**src/rtl/tdm_tx_converter_pkg.sv**
```systemverilog
// Shared sizing constants for the STM->DT TDM transmit converter.
package converter_pkg;

  localparam int unsigned NUM_BYTE_IN_BUFFER = 16;
  localparam int unsigned SLOT_BITS          = 32;
  localparam int unsigned BUF_BITS           = 8 * NUM_BYTE_IN_BUFFER;
  localparam int unsigned FRAMES             = BUF_BITS / SLOT_BITS;

  localparam logic IDLE_BIT = 1'b1;

  localparam int unsigned IDX_W   = $clog2(BUF_BITS);
  localparam int unsigned CNT_W   = $clog2(2 * SLOT_BITS + 1);
  localparam int unsigned FRAME_W = (FRAMES > 1) ? $clog2(FRAMES) : 1;

  typedef logic [BUF_BITS-1:0] buf_t;
  typedef logic [IDX_W-1:0]    idx_t;
  typedef logic [CNT_W-1:0]    c4cnt_t;
  typedef logic [FRAME_W-1:0]  frame_t;

endpackage

```
**src/rtl/tdm_tx_converter_if.sv**
```systemverilog
// TDM line and STM serial-load signals of the transmit converter.
interface tdm_tx_converter_if;

  logic f0;
  logic c4;
  logic clk_from_stm;
  logic data_from_stm;
  logic data_to_dt;
  logic tx_req;
  logic underrun;
  logic overflow;

  modport master (
    output f0, c4, clk_from_stm, data_from_stm,
    input  data_to_dt, tx_req, underrun, overflow
  );

  modport slave (
    input  f0, c4, clk_from_stm, data_from_stm,
    output data_to_dt, tx_req, underrun, overflow
  );

endinterface

```
**src/rtl/tdm_tx_converter_edge_sync.sv**
```systemverilog
// 2-FF synchroniser with a registered rising-edge pulse (3 clk50 pin-to-pulse).
module edge_sync (
  input  logic clk50,
  input  logic reset_out_rg,
  input  logic din,
  output logic rise
);

  logic s1, s2, s3;

  always_ff @(posedge clk50) begin
    if (!reset_out_rg) begin
      s1   <= 1'b0;
      s2   <= 1'b0;
      s3   <= 1'b0;
      rise <= 1'b0;
    end else begin
      s1   <= din;
      s2   <= s1;
      s3   <= s2;
      rise <= s2 & ~s3;
    end
  end

endmodule

```
**src/rtl/tdm_tx_converter.sv**
```systemverilog
// Double-buffered STM-to-TDM serialiser, single clk50 domain.
// CONVERTER_TX_UNDERRUN_REPEAT_EN: on underrun retransmit the previous buffer instead of idle.
module tdm_tx_converter
  import converter_pkg::*;
(
  input  logic                clk50,
  input  logic                reset_out_rg,
  tdm_tx_converter_if.slave   bus
);

  localparam c4cnt_t CNT_END    = CNT_W'(2 * SLOT_BITS);
  localparam c4cnt_t CNT_LAST   = CNT_W'(2 * SLOT_BITS - 2);
  localparam idx_t   LOAD_LAST  = IDX_W'(BUF_BITS - 1);
  localparam frame_t FRAME_LAST = FRAME_W'(FRAMES - 1);

  logic   [1:0] f0_pipe, data_pipe;
  logic         f0_s, stm_data;
  logic         c4_rise, stm_rise;

  logic         data_q, tx_req_q, underrun_q, overflow_q;
  buf_t         load_buf, txbuf;
  idx_t         load_cnt;
  logic         load_full;
  frame_t       frame;
  c4cnt_t       c4cnt;

  logic         n_data, n_tx_req, n_underrun, n_overflow;
  buf_t         n_load_buf, n_txbuf;
  idx_t         n_load_cnt;
  logic         n_load_full;
  frame_t       n_frame;
  c4cnt_t       n_c4cnt;

  idx_t         tx_idx, lb_idx;
  logic         swap;

  edge_sync u_c4_sync (
    .clk50        (clk50),
    .reset_out_rg (reset_out_rg),
    .din          (bus.c4),
    .rise         (c4_rise)
  );

  edge_sync u_stm_sync (
    .clk50        (clk50),
    .reset_out_rg (reset_out_rg),
    .din          (bus.clk_from_stm),
    .rise         (stm_rise)
  );

  assign f0_s     = f0_pipe[1];
  assign stm_data = data_pipe[1];

  assign tx_idx = IDX_W'(32'(frame) * SLOT_BITS + 32'(c4cnt[CNT_W-1:1]));
  assign lb_idx = LOAD_LAST - load_cnt;
  assign swap   = c4_rise && f0_s && (c4cnt == CNT_LAST) && (frame == FRAME_LAST);

  always_comb begin
    n_data      = data_q;
    n_tx_req    = tx_req_q;
    n_underrun  = underrun_q;
    n_overflow  = overflow_q;
    n_load_buf  = load_buf;
    n_load_cnt  = load_cnt;
    n_load_full = load_full;
    n_txbuf     = txbuf;
    n_frame     = frame;
    n_c4cnt     = c4cnt;

    if (stm_rise) begin
      if (load_full) begin
        n_overflow = 1'b1;
      end else begin
        n_load_buf[lb_idx] = stm_data;
        if (load_cnt == '0)
          n_tx_req = 1'b0;
        if (load_cnt == LOAD_LAST) begin
          n_load_full = 1'b1;
          n_load_cnt  = '0;
        end else begin
          n_load_cnt = load_cnt + 1'b1;
        end
      end
    end

    if (c4_rise) begin
      if (!f0_s) begin
        n_c4cnt = '0;
        n_data  = IDLE_BIT;
      end else begin
        if (!c4cnt[0] && (c4cnt < CNT_END))
          n_data = txbuf[tx_idx];
        else if (c4cnt == CNT_END)
          n_data = IDLE_BIT;
        if (c4cnt != CNT_END)
          n_c4cnt = c4cnt + 1'b1;
        if (c4cnt == CNT_LAST)
          n_frame = (frame == FRAME_LAST) ? '0 : frame + 1'b1;
      end
    end

    // Evaluated after the load path so a coincident STM bit (load_full still 1) is dropped.
    if (swap) begin
      if (load_full) begin
        n_txbuf     = load_buf;
        n_load_full = 1'b0;
        n_tx_req    = 1'b1;
      end else begin
        n_underrun = 1'b1;
`ifdef CONVERTER_TX_UNDERRUN_REPEAT_EN
        n_txbuf = txbuf;
`else
        n_txbuf = {BUF_BITS{IDLE_BIT}};
`endif
      end
    end
  end

  always_ff @(posedge clk50) begin
    if (!reset_out_rg) begin
      f0_pipe    <= '0;
      data_pipe  <= '0;
      data_q     <= IDLE_BIT;
      tx_req_q   <= 1'b1;
      underrun_q <= 1'b0;
      overflow_q <= 1'b0;
      load_buf   <= '0;
      load_cnt   <= '0;
      load_full  <= 1'b0;
      txbuf      <= {BUF_BITS{IDLE_BIT}};
      frame      <= '0;
      c4cnt      <= '0;
    end else begin
      f0_pipe    <= {f0_pipe[0], bus.f0};
      data_pipe  <= {data_pipe[0], bus.data_from_stm};
      data_q     <= n_data;
      tx_req_q   <= n_tx_req;
      underrun_q <= n_underrun;
      overflow_q <= n_overflow;
      load_buf   <= n_load_buf;
      load_cnt   <= n_load_cnt;
      load_full  <= n_load_full;
      txbuf      <= n_txbuf;
      frame      <= n_frame;
      c4cnt      <= n_c4cnt;
    end
  end

  assign bus.data_to_dt = data_q;
  assign bus.tx_req     = tx_req_q;
  assign bus.underrun   = underrun_q;
  assign bus.overflow   = overflow_q;

endmodule

```
**src/flat_wrapper.sv**
```systemverilog
// flat-port wrapper written by rule: the top's interface ports become plain ports
module tdm_tx_converter_flat import converter_pkg::*;
  (clk50, reset_out_rg, bus_f0, bus_c4, bus_clk_from_stm, bus_data_from_stm, bus_data_to_dt, bus_tx_req, bus_underrun, bus_overflow);
  tdm_tx_converter_if bus_i ();
  input  logic clk50;
  input  logic reset_out_rg;
  input wire logic [$bits(bus_i.f0)-1:0] bus_f0;
  input wire logic [$bits(bus_i.c4)-1:0] bus_c4;
  input wire logic [$bits(bus_i.clk_from_stm)-1:0] bus_clk_from_stm;
  input wire logic [$bits(bus_i.data_from_stm)-1:0] bus_data_from_stm;
  output wire logic [$bits(bus_i.data_to_dt)-1:0] bus_data_to_dt;
  output wire logic [$bits(bus_i.tx_req)-1:0] bus_tx_req;
  output wire logic [$bits(bus_i.underrun)-1:0] bus_underrun;
  output wire logic [$bits(bus_i.overflow)-1:0] bus_overflow;
  assign bus_i.f0 = bus_f0;
  assign bus_i.c4 = bus_c4;
  assign bus_i.clk_from_stm = bus_clk_from_stm;
  assign bus_i.data_from_stm = bus_data_from_stm;
  assign bus_data_to_dt = bus_i.data_to_dt;
  assign bus_tx_req = bus_i.tx_req;
  assign bus_underrun = bus_i.underrun;
  assign bus_overflow = bus_i.overflow;
  tdm_tx_converter u_core (.clk50(clk50), .reset_out_rg(reset_out_rg), .bus(bus_i));
endmodule
```
**config.mk**
```make
export PLATFORM = sky130hd
export DESIGN_NAME = tdm_tx_converter_flat
export DESIGN_NICKNAME = d
export VERILOG_FILES = /design/src/rtl/tdm_tx_converter_pkg.sv /design/src/rtl/tdm_tx_converter_if.sv /design/src/rtl/tdm_tx_converter_edge_sync.sv /design/src/rtl/tdm_tx_converter.sv /design/src/flat_wrapper.sv
export SDC_FILE = /design/constraint.sdc
export NUM_CORES = 1
export LEC_CHECK = 0
export BUFFER_PORTS_ARGS = -buffer_cell sky130_fd_sc_hd__buf_4
export CORE_ASPECT_RATIO = 1.5
export CORE_MARGIN = 2
export CORE_UTILIZATION = 40
export DETAILED_ROUTE_END_ITERATION = 8
export HOLD_SLACK_MARGIN = 0.08
export PLACE_DENSITY = 0.63
export REMOVE_ABC_BUFFERS = 1
export SYNTH_ARGS = -nofsm -noshare
export SYNTH_HDL_FRONTEND = slang
export SYNTH_SLANG_ARGS = --single-unit
```
**constraint.sdc**
```tcl
create_clock -name clk50 -period 3.6 [get_ports clk50]
set_input_delay 0.18 -clock clk50 [delete_from_list [all_inputs] [get_ports clk50]]
set_output_delay 0.18 -clock clk50 [all_outputs]
set_load 0.03 [all_outputs]
```
==> flow_summary.ini, run 1 <==
[outcome]
status = finished, final reports clean

[hold_path]
min_path_type = in2reg

[route]
drtPass1Iterations = 5
route.detailed.wl_per_inst_um = 22.2
postRouteWirelength_um = 32800
drt.antenna.violating_nets = 0
initialDrtViolationCount = 601
viasPerCell = 6.10
via_count = 9033
post-route-drc-count = 0

[placement]
number_of_port_buffers = 9
gp_congestion = 0.839
dp.final_hpwl_um = 19300
pre_cts_ws_ps = 1040
dp.cells = 1430
placement.cell_area_sq_um = 11900

[die]
io_pins = 10
die_w_um = 143
floorplan.initialDensity_pct = 40.5
floorplan.die_area_sq_um = 30300
rows = 76
floorplan.core_area_sq_um = 28500
die_h_um = 212

[setup_path]
start_kind = register
worstSetupEndpointType = register
crit_buf_inv = 1
cpPeakStageDelay_ps = 680
timing.critical_path.required_ps = 4020
timing.critical_path.mode_cell = mux4_2
cp.arrival_ps = 3000
timing.critical_path.cells = buf_4 > mux4_2 > mux4_2 > mux2_2 > nand3b_1 > a41oi_1
critPathKind = reg2reg
timing.critical_path.slowest_stage_cell = dfxtp_2
timing.critical_path.max_delay_family = multiplexers
critical_path.max_fanout = 17

[clocking]
tritoncts.num_buffers = 26
clock_latency_reported_for_the_late_side_of_the_worst_skew_pair_ps = 550
cts_root_buf = clkbuf_16
ctsLongestPathBuffers = 3
cts_repair_resize_count = 0
cts.reportedPaths.clkPinSlew_ps = 70
number_of_clock_sinks_seen_by_cts = 289
cts_tree = done
clock_tree.htree_level_count = 1

[yosys]
synthesis.area_per_instance_sq_um = 10.1
yosys_cell_types = 47
synth_flop_cell = dfxtp_1
synth-edff-count = 0
post_synth_main_area_contributors = dfxtp_1 50%, o22a_1 9.6%, a21boi_0 8.1%
synth-async-reset-ratio_pct = 0
syn-instance-count = 1146
netlist.area_leader.share_pct = 50.1
total_of_flip_flops_plus_latches_after_synthesis = 289
netlist_area_pre_place_sq_um = 11500
yosysWarningCount = 0
yosysSeqAreaShare_pct = 50.1
synth_top_cell_by_area = dfxtp_1

[global_routing]
antenna_violations_before_repair = 0
vias_in_the_first_global_route = 8819
grt.overflow.total = 0
global_route_wire_length_before_repair_um = 51300
grt_start_max_net_pins = 129
gr-usage-all-layers_pct = 21.9

[timing]
hold_viol = 0
worst_slack_ps = 1010
worst_pin_slew_ps = 1070
grt_setup_unrepaired = no
slew_viol_final = 0
timing.final.crit_period_ps = 2590
achievable-frequency_ghz = 0.387
setup_viol = 0
maxSlewHeadroom_pct = 28.1
final.period_utilization_pct = 71.8
finalClockSkew_ps = 12.0
totalNegativeSetupSlack_ps = 0

[finish]
syn_to_final_growth_pct = 10.8
final_non_filler_cell_area_sq_um = 12800
final_util_pct = 44.8
antenna_cells_inserted = 0
drive_gt1_share_pct = 11.0
layout.nets = 1123
instances_no_fill = 1481

[pwr]
irDropWorstVdd_mv = 0.327
power_leakage_nw = 3.96
pwr_density_cell_nw_per_um2 = 478

[run]
max-cap-violations = 0
-- cells by family (layout without fill, tap and decap cells) --
logic type	after synthesis	in the layout	share of synthesized area (%)
muxes	45	45	7.02
xor gates and xnor gates	9	9	0.683
DFF	289	289	50.1
buffers and inverters	103	87	3.72
and+or+nand+nor	279	279	12.3
adders and majority gates	6	6	0.651
AOI/OAI and AO/OA	415	415	25.4
-- per-layer routing --
metal	global-route usage (%)	routed length (um)
met1	26.2	13200
met2	38.3	16700
met3	2.32	1150
met4	12.2	1840
met5	0	0
-- synth_stat cells, types with 3 or more instances --
| cell | count |
|---|---|
| clkbuf_1 | 66 |
| buf_2 | 19 |
| a21oi_1 | 9 |
| a221oi_1 | 3 |
| xor2_1 | 4 |
| o22a_1 | 127 |
| nand3_1 | 147 |
| nand2_1 | 33 |
| mux2_2 | 7 |
| a21boi_0 | 125 |
| nor2b_1 | 16 |
| nor3_1 | 13 |
| mux2i_1 | 10 |
| dfxtp_1 | 289 |
| a22oi_1 | 4 |
| nand4_1 | 3 |
| nand2b_1 | 6 |
| xnor2_1 | 5 |
| o21ai_0 | 133 |
| or3_1 | 5 |
| nor2_1 | 27 |
| inv_1 | 4 |
| a21boi_1 | 3 |
| mux4_2 | 28 |
| ha_1 | 6 |
| and2_1 | 15 |
| buf_1 | 11 |
-- state kept, by name, summed over array words and instances (netlist names), 2 cells and up --
| register | cells |
|---|---|
| u_core.data_pipe | 2 |
| u_core.c4cnt | 7 |
| u_core.load_buf | 128 |
| u_core.load_cnt | 7 |
| u_core.f0_pipe | 2 |
| u_core.txbuf | 128 |
| u_core.frame | 2 |
-- placed cells by master (no fill, tap or decap), drive strengths merged, types with 6 or more instances in the layout --
cell    instances
a21boi        128
a21oi           9
and2           15
buf            32
clkbuf         41
dfxtp         289
ha              6
mux2            7
mux2i          10
mux4           28
nand2          33
nand2b          6
nand3         147
nor2           27
nor2b          16
nor3           13
o21ai         133
o22a          127
-- final cells by class --
type / instances / area [sq um]
clock buffer: 41 / 828
clock inverter: 6 / 32.5
fill: 2752 / 15700
inverter: 4 / 15.0
multi-input combinational: 754 / 5380
sequential: 289 / 5790
tap: 351 / 439
timing repair buffer: 36 / 305
-- power by group --
part	total, mW	switching (mW)	internal (mW)
Sequential	3.21	0.0116	3.20
Clock	2.79	1.21	1.57
Combinational	0.117	0.0795	0.0376
Total	6.12	1.30	4.81
-- timing repair --
item,in CTS,in global routing
endpoints found under the setup margin,0,0
hold buffers,4,0
hold endpoints to repair,4,0
setup buffers,0,0
-- path summary, 6_finish.rpt --
| kind | cells after the start | from | end | slack, ps |
|---|---|---|---|---|
| max | 6 | u_core.c4cnt[1] | u_core.bus.data_to_dt | 1010 |
| min reg2reg | 1 | u_core.u_c4_sync.s3 | u_core.u_c4_sync.rise | 380 |
| max reg2reg | 6 | u_core.c4cnt[1] | u_core.bus.data_to_dt | 1010 |
| min | 2 | reset_out_rg | u_core.bus.tx_req | 110 |
-- worst register-to-register path, stage by stage, from the launching register on --
cell	delay, ps
dfxtp_2	680
buf_4	310
mux4_2	520
mux4_2	480
mux2_2	290
nand3b_1	90
a41oi_1	110
-- metrics by stage --
stage	hold slack, ps	power, mW
3_3_place_gp	373	3.40
2_1_floorplan	252	3.34
5_1_grt	134	6.30
3_5_place_dp	377	3.40
4_1_cts	99.3	6.17
6_report	105	6.12
Power figures use the tool's default switching activity.
==> run 2: changes to the inputs <==
--- a/config.mk
+++ b/config.mk
@@ -5,6 +5,7 @@
 export SDC_FILE = /design/constraint.sdc
 export NUM_CORES = 1
 export LEC_CHECK = 0
+export ABC_AREA = 1
 export BUFFER_PORTS_ARGS = -buffer_cell sky130_fd_sc_hd__buf_4
 export CORE_ASPECT_RATIO = 1.5
 export CORE_MARGIN = 2
==> constraint.sdc (replaced) <==
create_clock -name clk50 -period 2.5 [get_ports clk50]
set_input_delay 0.125 -clock clk50 [delete_from_list [all_inputs] [get_ports clk50]]
set_output_delay 0.125 -clock clk50 [all_outputs]
set_load 0.03 [all_outputs]
==> run 2 against run 1 <==
  * Sequential cell count unchanged
  * Wire length up 1.9%
  * Global-route usage down 1.2 points
  * Worst hold slack better by 290 ps
  * Critical path depth up 4
  * Power up 51%
  * Critical path type unchanged
  * Critical endpoint is now u_core.txbuf[28]
==> flow_summary.ini, run 2 <==
[pwr]
pwr_density_cell_nw_per_um2 = 670
irDropWorstVdd_mv = 0.720
power_leakage_nw = 5.70

[route]
drt.antenna.violating_nets = 0
via_count = 10500
drtPass1Iterations = 5
postRouteWirelength_um = 33400
route.detailed.wl_per_inst_um = 17.5
initialDrtViolationCount = 847
viasPerCell = 5.50
post-route-drc-count = 0

[yosys]
synth_flop_cell = dfxtp_1
yosysMostFrequentCell = dfxtp_1
synth-async-reset-ratio_pct = 0
post_synth_most_frequent_cells = 289 x dfxtp_1, 271 x a21oi_1, 185 x nand2_1
post_synth_main_area_contributors = dfxtp_1 48%, a21oi_1 11%, a311oi_1 8.6%
synth-edff-count = 0
yosys_cell_types = 38
syn-instance-count = 1512
synthesis.area_per_instance_sq_um = 8.04
yosysWarningCount = 0
netlist.area_leader.share_pct = 47.6
netlist_area_pre_place_sq_um = 12200
synth_top_cell_by_area = dfxtp_1
yosysSeqAreaShare_pct = 47.6
total_of_flip_flops_plus_latches_after_synthesis = 289

[die]
floorplan.initialDensity_pct = 40.5
floorplan.die_area_sq_um = 31800
rows = 78
die_h_um = 218
floorplan.core_area_sq_um = 30100
io_pins = 10
die_w_um = 146

[setup_path]
start_kind = register
cp.arrival_ps = 2590
cpPeakStageDelay_ps = 310
critPathKind = reg2reg
timing.critical_path.required_ps = 2930
worstSetupEndpointType = register
worst-r2r-cell-count = 10
timing.critical_path.cells = inv_1 > ha_1 > nand4_1 > nor4_4 > nand2_2 > nor2_4 > clkinv_2 > buf_12 > nor3_1 > a21oi_1
critical_path.max_fanout = 74
timing.critical_path.slowest_stage_cell = dfxtp_1

[finish]
syn_to_final_growth_pct = 13.3
layout.nets = 1501
drive_gt1_share_pct = 12.9
final_non_filler_cell_area_sq_um = 13800
fillers = 3047
biggestRegsByFlops = u_core.load_buf x128, u_core.txbuf x128
antenna_cells_inserted = 0
most-common-layout-cells = 288 x dfxtp_1, 271 x a21oi_1, 185 x nand2_1, 150 x nor2_1, 134 x inv_1
layout_commonest_cell = dfxtp_1
final_util_pct = 45.9

[outcome]
status = finished, final reports clean

[placement]
gp_congestion = 0.851
number_of_port_buffers = 9
placement.cell_area_sq_um = 12800
dp.final_hpwl_um = 19500

[clocking]
cts_tree = done
hold_buffers = 9
tritoncts.num_buffers = 27
cts_repair_resize_count = 0
clock_tree.htree_level_count = 1
post_cts.repair.setup_buffers = 0
number_of_clock_sinks_seen_by_cts = 289
cts.reportedPaths.clkPinSlew_ps = 60
cts_root_buf = clkbuf_16
ctsLongestPathBuffers = 3
clock_latency_reported_for_the_late_side_of_the_worst_skew_pair_ps = 560

[run]
max-cap-violations = 0

[global_routing]
busiest_layer = met2
vias_in_the_first_global_route = 9923
antenna_violations_before_repair = 0
global_route_wire_length_before_repair_um = 53600
grt.overflow.total = 0
gr-usage-all-layers_pct = 20.7
met3_usage_pct = 1.88
globalRouteMet1Util_pct = 25.9
grt_start_max_net_pins = 103
gr_met2_demand_resource_pct = 37.3

[timing]
slew_viol_final = 0
grt_setup_unrepaired = no
hold_slack_ps = 393
hold_viol = 0
maxSlewHeadroom_pct = 46.4
worst_pin_slew_ps = 801
achievable-frequency_ghz = 0.463
timing.final.crit_period_ps = 2160
totalNegativeSetupSlack_ps = 0
setup_viol = 0
finalClockSkew_ps = 30.0
final.period_utilization_pct = 86.4

[hold_path]
whs_path_depth = 1
min_path_type = reg2reg
## run 2: cell types whose count changed after synthesis, sizes merged, moves of 28 or more
| cell | delta |
|---|---|
| a21oi | +262 |
| a21boi | -126 |
| nor3 | +66 |
| nand2 | +155 |
| o22a | -127 |
| inv | +135 |
| nor2 | +132 |
| mux4 | -28 |
| o21ai | -108 |
| a311oi | +119 |
| nand3 | -88 |
## run 2: worst paths after layout
| kind | startpoint | end | slack (ps) |
|---|---|---|---|
| worst min register to register | u_core.u_stm_sync.s3 | u_core.u_stm_sync.rise | 390 |
| worst min-delay path | u_core.u_stm_sync.s3 | u_core.u_stm_sync.rise | 390 |
| worst max-delay path | u_core.c4cnt[0] | u_core.txbuf[28] | 340 |
| worst max register to register | u_core.c4cnt[0] | u_core.txbuf[28] | 340 |
## run 2: final cells by class
class | instances | area, sq um | share of cell area, %
clock buffers | 37 | 783 | 5.68
clock inverters | 12 | 148 | 1.07
inverters | 141 | 539 | 3.91
multi-input cells | 951 | 5290 | 38.3
flip-flops and latches | 289 | 5790 | 42.0
well taps | 400 | 500 | 3.63
repair buffers | 79 | 741 | 5.37
## run 2: worst max-delay path, delay by kind of cell (launching register included)
kind / cells / cell delay [ps]
compound gates: 1 / 50
fa+ha+maj: 1 / 190
buf+inv: 3 / 430
flops: 1 / 310
simple gates: 5 / 990
## run 2: power by group
group | leakage, nW | total (mW) | internal, mW | switching, mW
sequential | 2.34 | 4.62 | 4.61 | 0.00963
clock | 0.457 | 4.32 | 2.50 | 1.81
combinational | 2.91 | 0.296 | 0.0717 | 0.224
## run 2: through the flow
step                      setup WS [ps]  power, mW  cells
after detailed placement            381       5.01   1851
after global routing                106       9.50   1909
after floorplan                   -1890       4.88   1381
after CTS                           371       9.31   1909
after global placement              419       5.01   1851
final                               341       9.24   1909
## run 2: routing by layer
metal	vias up	share of wire [%]	wire length, um
li1	5169	-	-
met1	4993	43	14400
met2	269	50	16600
met4	0	3.1	1020
met3	60	4.5	1500
met5	-	0	0
## run 2: cell families (layout without fill, tap and decap cells)
family,Yosys count,after routing,synth area share (%)
flops,289,289,47.6
simple gates,495,495,19.7
xor+xnor,4,4,0.288
compound gates,446,446,22.7
fa+ha+maj,6,6,0.617
buf+inv,272,269,9.11
==> run 3: changes to the inputs <==
--- a/config.mk
+++ b/config.mk
@@ -7,13 +7,16 @@
 export LEC_CHECK = 0
 export ABC_AREA = 1
 export BUFFER_PORTS_ARGS = -buffer_cell sky130_fd_sc_hd__buf_4
+export CELL_PAD_IN_SITES_DETAIL_PLACEMENT = 0
+export CELL_PAD_IN_SITES_GLOBAL_PLACEMENT = 1
 export CORE_ASPECT_RATIO = 1.5
 export CORE_MARGIN = 2
 export CORE_UTILIZATION = 40
 export DETAILED_ROUTE_END_ITERATION = 8
 export HOLD_SLACK_MARGIN = 0.08
-export PLACE_DENSITY = 0.63
+export PLACE_DENSITY = 0.76
 export REMOVE_ABC_BUFFERS = 1
+export SLEW_MARGIN = 20
 export SYNTH_ARGS = -nofsm -noshare
 export SYNTH_HDL_FRONTEND = slang
 export SYNTH_SLANG_ARGS = --single-unit
==> run 3 against run 2 <==
  * Clock skew is 13 ps lower
  * Critical endpoint is now u_core.bus.data_to_dt
  * Wire length rose by 2.6%
  * Fmax fell by 1.1%
  * Non-clock buffer count unchanged
  * Combinational power about the same
==> flow_summary.ini, run 3 (synthesized netlist as in run 2, its figures left out) <==
[clocking]
cts_repair_resize_count = 0
clock_tree.htree_level_count = 1
ctsLongestPathBuffers = 3
clock_latency_reported_for_the_late_side_of_the_worst_skew_pair_ps = 550
cts_root_buf = clkbuf_16
cts.reportedPaths.clkPinSlew_ps = 70
number_of_clock_sinks_seen_by_cts = 289
tritoncts.num_buffers = 27
cts_tree = done

[route]
drtPass1Iterations = 6
drt.antenna.violating_nets = 0
via_count = 10500
route.detailed.wl_per_inst_um = 18.0
post-route-drc-count = 0
viasPerCell = 5.50
postRouteWirelength_um = 34300
initialDrtViolationCount = 713

[timing]
setup_viol = 0
hold_viol = 0
totalNegativeSetupSlack_ps = 0
hold_slack_ps = 383
worst_slack_ps = 318
grt_setup_unrepaired = no
slew_viol_final = 0
maxSlewHeadroom_pct = 32.8
achievable-frequency_ghz = 0.458
timing.final.crit_period_ps = 2180
worst_pin_slew_ps = 1010
finalClockSkew_ps = 17.0
final.period_utilization_pct = 87.3

[hold_path]
min_path_type = reg2reg

[die]
floorplan.initialDensity_pct = 40.5
die_h_um = 218
io_pins = 10
rows = 78
floorplan.die_area_sq_um = 31800
floorplan.core_area_sq_um = 30100
die_w_um = 146

[global_routing]
gr-usage-all-layers_pct = 21.5
antenna_violations_before_repair = 0
vias_in_the_first_global_route = 9964
global_route_wire_length_before_repair_um = 54600
grt.overflow.total = 0
grt_start_max_net_pins = 128

[setup_path]
cp.arrival_ps = 2620
r2r_start = u_core.c4cnt[2]
worstSetupEndpointType = register
ff2ff_setup_slack_ps = 320
worstReg2RegEnd = u_core.bus.data_to_dt
start_kind = register
cpPeakStageDelay_ps = 520
worst-r2r-cell-count = 12
cp-endpoint = u_core.bus.data_to_dt
timing.critical_path.slowest_stage_cell = dfxtp_2
critPathKind = reg2reg
timing.critical_path.mode_cell = nand2_1
timing.critical_path.required_ps = 2940
critical_path.max_fanout = 21
timing.critical_path.cells = inv_1 > buf_12 > nand3_1 > o21ai_0 > a21oi_1 > nand3b_1 > nand2_1 > nand2_1 > nand3_1 > nand3_1 > nand2_1 > nand2_1
critical_path.startpoint = u_core.c4cnt[2]

[finish]
layout.nets = 1501
final_util_pct = 45.8
most-common-layout-cells = 287 x dfxtp_1, 271 x a21oi_1, 185 x nand2_1, 150 x nor2_1, 134 x inv_1
drive_gt1_share_pct = 12.9
layout_commonest_cell = dfxtp_1
biggestRegsByFlops = u_core.load_buf x128, u_core.txbuf x128
antenna_cells_inserted = 0
syn_to_final_growth_pct = 13.1

[placement]
gp_congestion = 0.831
pre_cts_ws_ps = 340
number_of_port_buffers = 9
dp.final_hpwl_um = 20300

[pwr]
power_mw = 9.26
pwr_density_cell_nw_per_um2 = 673
irDropWorstVdd_mv = 0.540
power_leakage_nw = 5.69

[outcome]
status = finished, final reports clean

[run]
max-cap-violations = 0
-- run 3: cell count changes in the layout (fill, tap and decap cells not counted), sizes merged --
cell | previous run | this run
clkinv | 10 | 12
bufinv | 3 | 4
clkinvlp | 2 | 1
inv | 138 | 137
clkbuf | 37 | 36
-- run 3: worst min path at each step --
| stage | startpoint | end | slack (ps) | depth (start not counted) |
|---|---|---|---|---|
| after CTS | u_core.u_stm_sync.s3 | u_core.u_stm_sync.rise | 390 | 1 |
| after global placement | bus_clk_from_stm | u_core.u_stm_sync.s1 | 310 | 3 |
| after global routing | u_core.u_stm_sync.s3 | u_core.u_stm_sync.rise | 400 | 1 |
| final | u_core.u_stm_sync.s3 | u_core.u_stm_sync.rise | 380 | 1 |
| after floorplan | reset_out_rg | u_core.data_pipe[0] | 220 | 2 |
| after detailed placement | bus_clk_from_stm | u_core.u_stm_sync.s1 | 310 | 3 |
-- run 3: routing by layer --
metal / GRT usage [%] / part of all wire [%] / up-vias
li1: - / - / 5164
met1: 26.5 / 43 / 5043
met2: 38.7 / 50 / 225
met3: 2.49 / 3.7 / 61
met4: 7.77 / 2.9 / 0
met5: 0 / 0 / -
-- run 3: power breakdown --
part | total (mW) | switching (mW) | internal (mW) | leakage, nW
clock | 4.34 | 1.80 | 2.54 | 0.461
combinational | 0.294 | 0.225 | 0.0683 | 2.90
sequential | 4.62 | 0.00952 | 4.61 | 2.34
total | 9.26 | 2.04 | 7.22 | 5.69
-- run 3: layout make-up --
type	instances	area, sq um
clock buffers	36	759
clock inverters	13	168
fillers	3088	16300
inverters	141	539
multi-input cells	951	5290
flip-flops and latches	289	5790
well taps	400	500
repair buffers	79	716
-- run 3: repair_timing --
action                                 CTS  global route
endpoints found under the hold margin   28             0
setup endpoints to repair                0             0
hold buffers                             9             0
buffers inserted                         0             0
-- run 3: critical path: cells and delay by family (launching register included) --
| kind | cells | cell delay [ps] |
|---|---|---|
| DFF | 1 | 520 |
| buffers and inverters | 2 | 580 |
| AOI/OAI and AO/OA | 2 | 420 |
| and+or+nand+nor | 8 | 530 |
-- run 3: metrics by stage --
step	area, sq um	std cells
3_3_place_gp	12700	1851
3_5_place_dp	12700	1851
4_1_cts	13800	1909
2_1_floorplan	11600	1381
6_report	13800	1909
5_1_grt	13800	1909
